**config.mk**
```make
export PLATFORM = sky130hd
export DESIGN_NAME = int_ctrl_flat
export DESIGN_NICKNAME = d
export VERILOG_FILES = /design/src/rtl/int_ctrl_if.sv /design/src/rtl/int_ctrl.sv /design/src/flat_wrapper.sv
export SDC_FILE = /design/constraint.sdc
export NUM_CORES = 1
export LEC_CHECK = 0
export BUFFER_PORTS_ARGS = -buffer_cell sky130_fd_sc_hd__buf_2
export CAP_MARGIN = 15
export CORE_MARGIN = 2
export CORE_UTILIZATION = 45
export DETAILED_ROUTE_END_ITERATION = 8
export HOLD_SLACK_MARGIN = 0.12
export PLACE_DENSITY = 0.74
export SETUP_SLACK_MARGIN = 0.02
export SKIP_CTS_REPAIR_TIMING = 1
export SYNTH_ARGS = -nofsm -noshare
export SYNTH_HDL_FRONTEND = slang
export SYNTH_SLANG_ARGS = --single-unit
```
**constraint.sdc**
```tcl
create_clock -name clk -period 2.15 [get_ports clk]
set_input_delay 0.5375 -clock clk [delete_from_list [all_inputs] [get_ports clk]]
set_output_delay 0.5375 -clock clk [all_outputs]
set_load 0.005 [all_outputs]
```
**src/rtl/int_ctrl_if.sv**
```systemverilog
// Fetch-stage interrupt handshake: controller raises ipu_int, fetch acks, pipeline signals done.
// Master is the controller side; slave is the fetch/pipeline side.
interface int_ctrl_if #(
  parameter int SRC_W = 2
);
  logic             ipu_int;
  logic             int_ack;
  logic             int_done;
  logic [SRC_W-1:0] int_src;
  logic             int_active;

  modport master (
    output ipu_int,
    output int_src,
    output int_active,
    input  int_ack,
    input  int_done
  );

  modport slave (
    input  ipu_int,
    input  int_src,
    input  int_active,
    output int_ack,
    output int_done
  );
endinterface

```
**src/rtl/int_ctrl.sv**
```systemverilog
// Interrupt controller: edge-latched pending bits, fixed lowest-index priority, one service at a time.
// ipu_int is raised the cycle after a candidate is seen in IDLE; new services wait for int_done plus a RETIRE cycle.
module int_ctrl #(
  parameter int NUM_SRC     = 4,
  parameter int SRC_W       = 2,
  parameter int ACK_TIMEOUT = 4
) (
  input  logic               clk,
  input  logic               rst,
  input  logic [NUM_SRC-1:0] irq,
  input  logic               cfg_we,
  input  logic [NUM_SRC-1:0] cfg_mask,
  input  logic               err_clr,
  int_ctrl_if.master         hs,
  output logic [NUM_SRC-1:0] pending,
  output logic               err_ack,
  output logic               err_done
);

  localparam logic [2:0] IDLE    = 3'd0;
  localparam logic [2:0] RAISE   = 3'd1;
  localparam logic [2:0] ACK     = 3'd2;
  localparam logic [2:0] SERVICE = 3'd3;
  localparam logic [2:0] RETIRE  = 3'd4;

  localparam int CNT_W = $clog2(ACK_TIMEOUT + 1);

  logic [2:0]         state;
  logic [2:0]         state_nxt;
  logic [NUM_SRC-1:0] irq_q;
  logic [NUM_SRC-1:0] mask;
  logic [NUM_SRC-1:0] pend_q;
  logic [NUM_SRC-1:0] pend_nxt;
  logic [NUM_SRC-1:0] rise;
  logic [NUM_SRC-1:0] cand;
  logic [NUM_SRC-1:0] clr_vec;
  logic [NUM_SRC-1:0] set_vec;
  logic [SRC_W-1:0]   src_q;
  logic [SRC_W-1:0]   winner;
  logic [CNT_W-1:0]   cnt;
  logic               any_cand;
  logic               take;
  logic               ack_tmo;
  logic               spurious;

  assign rise     = irq & ~irq_q;
  assign cand     = pend_q & ~mask;
  assign any_cand = |cand;

  // Scan high to low so the lowest set index is the final assignment.
  always_comb begin
    winner = '0;
    for (int i = NUM_SRC - 1; i >= 0; i--) begin
      if (cand[i]) winner = SRC_W'(i);
    end
  end

  assign take    = (state == IDLE) && any_cand && !hs.int_done;
  assign ack_tmo = (state == ACK) && !hs.int_ack && (cnt == CNT_W'(ACK_TIMEOUT - 1));

  assign spurious = (hs.int_done && ((state == IDLE) || (state == RAISE) || (state == ACK)))
                 || (hs.int_ack && (state != ACK));

  assign clr_vec  = take    ? (NUM_SRC'(1) << winner) : '0;
  assign set_vec  = ack_tmo ? (NUM_SRC'(1) << src_q)  : '0;
  // A rise in the same cycle as the clear re-arms the bit.
  assign pend_nxt = (pend_q & ~clr_vec) | rise | set_vec;

  always_comb begin
    state_nxt = state;
    case (state)
      IDLE:    if (take) state_nxt = RAISE;
      RAISE:   state_nxt = ACK;
      ACK: begin
        if (hs.int_ack)   state_nxt = SERVICE;
        else if (ack_tmo) state_nxt = IDLE;
      end
      SERVICE: if (hs.int_done) state_nxt = RETIRE;
      RETIRE:  state_nxt = IDLE;
      default: state_nxt = IDLE;
    endcase
  end

  always_ff @(posedge clk or negedge rst) begin
    if (!rst) begin
      state    <= IDLE;
      irq_q    <= '0;
      mask     <= '1;
      pend_q   <= '0;
      src_q    <= '0;
      cnt      <= '0;
      err_ack  <= 1'b0;
      err_done <= 1'b0;
    end else begin
      state  <= state_nxt;
      irq_q  <= irq;
      pend_q <= pend_nxt;
      if (cfg_we) mask  <= cfg_mask;
      if (take)   src_q <= winner;
      if (state == ACK) cnt <= cnt + CNT_W'(1);
      else              cnt <= '0;
      if (ack_tmo)      err_ack <= 1'b1;
      else if (err_clr) err_ack <= 1'b0;
      if (spurious)     err_done <= 1'b1;
      else if (err_clr) err_done <= 1'b0;
    end
  end

  assign hs.ipu_int    = (state == RAISE);
  assign hs.int_active = (state == RAISE) || (state == ACK) || (state == SERVICE);
  assign hs.int_src    = src_q;
  assign pending       = pend_q;

endmodule

```
**src/flat_wrapper.sv**
```systemverilog
// flat-port wrapper written by rule: the top's interface ports become plain ports
module int_ctrl_flat 
#(
  parameter int NUM_SRC     = 4,
  parameter int SRC_W       = 2,
  parameter int ACK_TIMEOUT = 4
)
  (clk, rst, irq, cfg_we, cfg_mask, err_clr, pending, err_ack, err_done, hs_ipu_int, hs_int_src, hs_int_active, hs_int_ack, hs_int_done);
  int_ctrl_if #(.SRC_W(SRC_W)) hs_i ();
  input  logic clk;
  input  logic rst;
  input  logic [NUM_SRC-1:0] irq;
  input  logic cfg_we;
  input  logic [NUM_SRC-1:0] cfg_mask;
  input  logic err_clr;
  output logic [NUM_SRC-1:0] pending;
  output logic err_ack;
  output logic err_done;
  output wire logic [$bits(hs_i.ipu_int)-1:0] hs_ipu_int;
  output wire logic [$bits(hs_i.int_src)-1:0] hs_int_src;
  output wire logic [$bits(hs_i.int_active)-1:0] hs_int_active;
  input wire logic [$bits(hs_i.int_ack)-1:0] hs_int_ack;
  input wire logic [$bits(hs_i.int_done)-1:0] hs_int_done;
  assign hs_ipu_int = hs_i.ipu_int;
  assign hs_int_src = hs_i.int_src;
  assign hs_int_active = hs_i.int_active;
  assign hs_i.int_ack = hs_int_ack;
  assign hs_i.int_done = hs_int_done;
  int_ctrl #(.NUM_SRC(NUM_SRC), .SRC_W(SRC_W), .ACK_TIMEOUT(ACK_TIMEOUT)) u_core (.clk(clk), .rst(rst), .irq(irq), .cfg_we(cfg_we), .cfg_mask(cfg_mask), .err_clr(err_clr), .hs(hs_i), .pending(pending), .err_ack(err_ack), .err_done(err_done));
endmodule
```
---- After elaboration in Yosys (flattened, before gate mapping) ----
Index checks and enable logic that the tools add are counted.
word-level totals
  bits in registers ....................... 22
  input bits .............................. 14
operators by class
  add/subtract/negate cells ............... 1
  equality and inequality tests ........... 8
  shift-type cells ........................ 2
  mux-type cells .......................... 15
  bitwise operators ....................... 8
  reduce and logical (&&, ||, !) cells .... 18
operator list
  operator                                                               count
  3-bit 2-to-1 mux                                                       5
  4-bit AND                                                              3
  4-bit NOT                                                              3
  3-bit case mux with 4 select lines                                     1
  3-bit by 2-bit equality test with 1-bit output, second input constant  3
  2-bit 2-to-1 mux                                                       4
  4-bit 2-to-1 mux                                                       2
  4-bit bitwise OR                                                       2
  1-bit by 2-bit << shifter with 4-bit output, first input constant      2
  1-bit logical AND                                                      6
  3-bit by 2-bit != test with 1-bit output, second input constant        2
  1-bit logical OR                                                       5
  2-bit nonzero test                                                     2
  4-bit OR reduction                                                     1
  3-bit by 1-bit adder with 3-bit output, second input constant          1
  3-bit by 1-bit equality test with 1-bit output, second input constant  1
  3-bit zero test                                                        1
  1-bit 2-to-1 mux                                                       3
  3-bit AND reduction                                                    1
  1-bit zero test                                                        2
  2-bit by 1-bit != test with 1-bit output, second input constant        1
  2-bit != test, second input constant                                   1

---- Depth between registers and ports, before layout ----
Gate-level depths: netlist of run 1.
  depth after elaboration ................. 12
  gate-level depth with buffers ........... 6
  depth with buffers taken out ............ 6

---- Least setup slack after synthesis of run 1 ----
No wires, ideal clock.
  kind .................................... register to register
  start ................................... register u_core.state[0]
  end ..................................... register u_core.pend_q[0], in the netlist u_core.pending[0]
  data arrival time ....................... 1.421 ns
  required time ........................... 2.049 ns
  path slack .............................. 0.629 ns
  stages on the path, launching flop included .. 6
  buffers on the path ..................... 2
  clock period less this slack ............ 1.521 ns
  cells stage by stage .................... dfrtp_1 buf_6 or3b_1 buf_2 or2_4 o311ai_2
between the ends
  longest elaborated chain between the ends .. 8
  elaborated cells on any way between the ends .. 12
ends and longest elaborated chain
  what                             RTL line        source
  from (decl)                      int_ctrl.sv:28  logic [2:0] state;
  from (signal assigned)           int_ctrl.sv:95  state <= state_nxt;
  3-bit zero test                  int_ctrl.sv:58  assign take = (state == IDLE) && any_cand && !hs.int_done;
  1-bit logical AND (2 in series)  int_ctrl.sv:58
  4-bit 2-to-1 mux                 int_ctrl.sv:64  assign clr_vec = take ? (NUM_SRC'(1) << winner) : '0;
  4-bit NOT                        int_ctrl.sv:67  assign pend_nxt = (pend_q & ~clr_vec) | rise | set_vec;
  4-bit AND                        int_ctrl.sv:67
  4-bit bitwise OR                 int_ctrl.sv:67
  4-bit bitwise OR (*)             int_ctrl.sv:67
  named net u_core.pend_nxt[0]     int_ctrl.sv:33  logic [NUM_SRC-1:0] pend_nxt;
  to (signal assigned)             int_ctrl.sv:97  pend_q <= pend_nxt;
  to (decl)                        int_ctrl.sv:32  logic [NUM_SRC-1:0] pend_q;
The timed path passes the listed nets; every way through them passes the cells marked *.
A chain may end at the register's enable or synchronous reset.

---- Worst setup path in the final report of run 1 ----
  start ................................... register u_core.state[0]
  end ..................................... output port hs_ipu_int
between the ends
  longest elaborated chain between the ends .. 1
ends and longest elaborated chain
  what                                            RTL line            source
  3-bit by 1-bit equality test with 1-bit output  int_ctrl.sv:109     assign hs.ipu_int = (state == RAISE);
  to (decl)                                       flat_wrapper.sv:19  output wire logic [$bits(hs_i.ipu_int)-1:0] hs_ipu_int;
No other way between the ends.

==> flow_metrics.tcl, run 1 <==
set metrics [dict create \
    min_period_over_period_pct 81.0 \
    p_per_area_nw_per_um2 1020 \
    internal_power_uw 771 \
    mappedNetlistArea_sq_um 1020 \
    viasPerCell 5.18 \
    ios 24 \
    dpl_cell_area_sq_um 1130 \
    drv_cap 0 \
    final_core_util_pct 53.5 \
    die_h_microns 51.5 \
    cts_buffer_depth 2 \
    final_nets 128 \
    rsz0062_at_grt "false" \
    mostFrequentLayoutCells "23 x buf_2, 18 x dfrtp_1, 8 x nor2_1, 7 x nand2b_1" \
    post-route-min-period_ns 1.74 \
    worst_slew_pin_slew_ns 0.465 \
    firstDrtPassIters 2 \
    ir_worst_vdd_v 0.000584 \
    slew_violations 0 \
    grt_max_degree 23 \
    gp_congestion 0.816 \
    final_common_cell "buf_2" \
    drive_gt1_share_pct 35.1 \
    hold_viol 0 \
    cts_tree "yes" \
    grtUsageTotal_pct 15.0 \
    grt_antenna_before_repair 0 \
    p_leak_uw 0.000517 \
    fin_worst_skew_ns 0.00183 \
    n_antenna_cell 0 \
    drt_wl_total_microns 1710 \
    avgSynthCellArea_sq_um 11.5 \
    root_buffer "clkbuf_4" \
    drc 0 \
    cts_buffers 3 \
    cts.clk_slew.worst_paths_ns 0.11 \
    worst_slack_ns 0.409 \
    clkPwrFrac_pct 16.0 \
    dp_hpwl_microns 1340 \
    clock-sinks 22 \
    syn_inst 88 \
    dp.cells 135 \
    hp-class "in2async" \
    crit_type "reg2out" \
    dp_slack_ns 0.543 \
    seq_area_frac_synth_pct 54.7 \
    ys_async_sr_fraction_pct 100 \
    synthFlopType "dfrtp_1" \
    clk-insertion-delay-late_ns 0.30 \
    p_sw_uw 407 \
    vias 720 \
    fmax_ghz 0.574 \
    crit_path_end_kind "primary output" \
    die_area_sq_um 2650 \
    ys_seq_elements 22 \
    finalSetupViolCount 0 \
    maxSlewHeadroom_pct 69.0 \
    sw_frac_of_total_pct 34.6 \
    finalSetupTns_ns 0 \
    power_frac_seq_pct 53.6 \
    start_util_pct 46.8 \
    htreeDepth 1 \
    grt_pass1_wl_microns 2830 \
    syn_to_final_growth_pct 14.2 \
    comb_power_share_pct 30.4 \
    fin_area_sq_um 1160 \
    port_buffers 23 \
    die_x_microns 51.5 \
    drtIter0Drc 10 \
    synth_nets 104 \
    grt_pass1_vias 650 \
    critPathRequiredTime_ns 1.61 \
    synth-edff-count 0 \
    fp.coreArea_sq_um 2170 \
    cp.arrival_ns 1.20 \
    cp_max_fo 10 \
    synth.distinct_cells 30 \
    overflow 0 \
    outcome "completed" \
    fin_cells 139 \
    ant_nets 0 \
    yosys_warnings 0 \
    wl_per_cell_microns 12.3 \
    startpoint_type "flip-flop" \
    fp-row-count 17 \
]
## critical path: stages, from the launching register on
cell and delay [ns]:
dfrtp_1 0.54, nor3b_1 0.22, buf_2 0.14
## cells by family after synthesis
group | synth area share (%)
AO/OA/AOI/OAI | 13.4
adder cells (fa/ha/maj) | 2.46
buffers and inverters | 5.42
flip-flops | 54.7
multiplexers | 4.43
AND/OR/NAND/NOR | 19.6
## registers in the layout, summed over array words and instances (netlist names)
| signal | flops |
|---|---|
| u_core.irq_q | 4 |
| u_core.hs.int_src | 2 |
| u_core.pending | 4 |
| u_core.err_done | 1 |
| u_core.err_ack | 1 |
| u_core.cnt | 3 |
| u_core.state | 3 |
| u_core.mask | 4 |
## power groups by stage
stage | clock [uW] | combinational [uW] | sequential [uW]
floorplan | 0 | 334 | 578
global placement | 0 | 356 | 634
detailed placement | 0 | 360 | 641
CTS | 196 | 363 | 633
global route | 209 | 408 | 653
finish | 189 | 358 | 632
## stage by stage
stage | total power, uW | hold WS, ns
global placement | 990 | 0.428
finish | 1180 | 0.167
detailed placement | 1000 | 0.431
floorplan | 911 | 0.242
global route | 1270 | 0.193
CTS | 1190 | 0.175
## worst paths after layout
check	from	endpoint	slack (ns)	depth (start not counted)
max in group asynchronous	rst	u_core.mask[2]$_DFFE_PN1P_	1.64	1
setup reg to reg	u_core.state[1]$_DFFE_PN0P_	u_core.pending[1]$_DFF_PN0_	0.55	4
min in group clk	irq[1]	u_core.irq_q[1]$_DFF_PN0_	0.34	1
hold / removal	rst	u_core.irq_q[3]$_DFF_PN0_	0.17	1
hold reg to reg	u_core.cnt[0]$_DFF_PN0_	u_core.cnt[0]$_DFF_PN0_	0.45	1
setup / recovery	u_core.state[0]$_DFFE_PN0P_	hs_ipu_int	0.41	2
## layout make-up
| cell class | instances | area, sq um |
|---|---|---|
| fill | 223 | 1010 |
| multi-input combinational | 56 | 405 |
| inverter | 6 | 22.5 |
| clock buffer | 4 | 26.3 |
| timing repair buffer | 23 | 115 |
| sequential | 22 | 556 |
| tap | 28 | 35.0 |
## routing by layer
| metal | vias up | part of all wire [%] | GRT usage, % |
|---|---|---|---|
| met5 | - | 0 | 0 |
| met3 | 5 | 3.7 | 2.59 |
| met4 | 0 | 2.7 | 9.21 |
| met2 | 14 | 45 | 21.4 |
| li1 | 356 | - | - |
| met1 | 345 | 48 | 21.3 |
## synthesized netlist by cell type (2+ instances only)
library cell | count | area share, %
a221o_1 | 3 | 3.0
nor2_1 | 8 | 3.0
dfstp_2 | 4 | 10
inv_1 | 5 | 1.8
nand4_1 | 2 | 1.2
nor2b_1 | 3 | 1.8
nor3b_1 | 2 | 1.5
buf_2 | 2 | 0.99
nand2_1 | 5 | 1.8
mux2_2 | 4 | 4.4
ha_1 | 2 | 2.5
a21oi_1 | 4 | 2.0
buf_6 | 2 | 2.2
nand2b_1 | 7 | 4.3
o21ai_1 | 2 | 0.99
nand3b_1 | 2 | 1.5
dfrtp_1 | 18 | 44
(Power assumes the default switching activity.)
==> run 2: changes to the inputs <==
clock period = 1.7 ns   (was 2.15 ns; I/O delays follow)
==> flow_metrics.tcl, run 2 (synthesized netlist as in run 1, its figures left out) <==
set metrics [dict create \
    outcome "completed" \
    finalSetupViolCount 0 \
    root_buffer "clkbuf_4" \
    clock-sinks 22 \
    n_antenna_cell 0 \
    cpPeakStageDelay_ns 0.44 \
    firstDrtPassIters 4 \
    r2r_slack_ns 0.13 \
    critPathRequiredTime_ns 1.27 \
    fin_worst_skew_ns 0.00691 \
    ir_worst_vdd_v 0.000793 \
    final_nets 130 \
    r2r_cells 3 \
    drt_wl_total_microns 1750 \
    dpl_cell_area_sq_um 1140 \
    startpoint_type "flip-flop" \
    slowest_stage "dfrtp_1" \
    final_common_cell "buf_2" \
    worstHoldStart "irq[2]" \
    ios 24 \
    nFillCells 210 \
    crit_type "reg2out" \
    cp_max_fo 7 \
    hp-class "in2reg" \
    mostFrequentLayoutCells "23 x buf_2, 18 x dfrtp_1, 8 x nor2_1, 7 x nand2b_1" \
    min_period_over_period_pct 95.6 \
    rsz0062_at_grt "true" \
    worstReg2RegEnd "u_core.pending[0]$_DFF_PN0_" \
    drtIter0Drc 24 \
    dp_hpwl_microns 1340 \
    fin_area_sq_um 1210 \
    ant_nets 0 \
    start_util_pct 46.8 \
    cts_buffers 3 \
    hold_end "u_core.irq_q[2]$_DFF_PN0_" \
    drive_gt1_share_pct 37.2 \
    final_core_util_pct 55.7 \
    wl_per_cell_microns 12.4 \
    grt_pass1_wl_microns 2950 \
    die_h_microns 51.5 \
    gp_congestion 0.807 \
    cts.clk_slew.worst_paths_ns 0.12 \
    maxSlewHeadroom_pct 69.5 \
    cp.arrival_ns 1.20 \
    crit_path_end_kind "primary output" \
    multi_input_area_sq_um 410 \
    cts_tree "yes" \
    htreeDepth 1 \
    port_buffers 23 \
    post-route-min-period_ns 1.63 \
    r2r_start "u_core.state[0]$_DFFE_PN0P_" \
    grt_max_degree 23 \
    worst_slew_pin_slew_ns 0.458 \
    fp-row-count 17 \
    hold_viol 0 \
    ff_latch_area_sq_um 556 \
    crit_path_cell_trace "buf_4 > nor3b_2 > buf_2" \
    syn_to_final_growth_pct 19.0 \
    die_x_microns 51.5 \
    drv_cap 0 \
    fmax_ghz 0.615 \
    drc 0 \
    viasPerCell 5.18 \
    p_leak_uw 0.000541 \
    fp.coreArea_sq_um 2170 \
    hold_path_depth 1 \
    cts_buffer_depth 2 \
    grtUsageTotal_pct 15.5 \
    fin_cells 141 \
    grt_antenna_before_repair 0 \
    slew_violations 0 \
    vias 731 \
    p_per_area_nw_per_um2 1390 \
    clk-insertion-delay-late_ns 0.30 \
    overflow 0 \
    dp.cells 136 \
    finalSetupTns_ns 0 \
    die_area_sq_um 2650 \
    grt_pass1_vias 674 \
]
[run 2: worst max-delay path, delay by kind of cell, from the launching register on]
family,cells,cell delay [ns]
buffers and inverters,2,0.31
DFF,1,0.44
and+or+nand+nor,1,0.16
[run 2: metal layers]
layer  vias up  track usage [%]  share of wire [%]
li1        359                -                  -
met1       347             21.5                 47
met2        19             22.9                 47
met3         6             3.45                4.5
met4         0             7.89                1.8
met5         -                0                  0
[run 2: worst max path at each step]
stage,start,endpoint,slack (ns),depth (start not counted)
after global routing,u_core.state[1]$_DFFE_PN0P_,hs_ipu_int,0.002,3
final,u_core.state[1]$_DFFE_PN0P_,hs_ipu_int,0.07,3
after floorplan,u_core.state[0]$_DFFE_PN0P_,u_core.pending[0]$_DFF_PN0_,0.18,5
after detailed placement,u_core.state[0]$_DFFE_PN0P_,u_core.pending[1]$_DFF_PN0_,0.14,3
after CTS,u_core.state[1]$_DFFE_PN0P_,hs_ipu_int,0.02,3
after global placement,u_core.state[0]$_DFFE_PN0P_,u_core.pending[1]$_DFF_PN0_,0.18,3
[run 2: area by class of cell]
cell class	instances	area share, %
clock buffer	3	1.86
clock inverter	1	2.48
sequential	22	46.0
multi-input combinational	56	34.0
tap	28	2.90
inverter	6	1.86
timing repair buffer	25	11.0
[run 2: report_power, final]
part | internal (uW) | leakage (uW) | switching, uW | total (uW)
clock network | 238 | 0.0000279 | 152 | 391
logic | 258 | 0.000259 | 245 | 503
registers | 645 | 0.000254 | 140 | 785
[run 2: metrics by stage]
stage	power [uW]	hold WS, ns	setup slack [ns]
floorplan	1150	0.129	0.179
CTS	1690	0.0595	0.0204
global placement	1270	0.398	0.177
detailed placement	1290	0.408	0.139
global route	1800	0.202	0.00158
finish	1680	0.227	0.0743
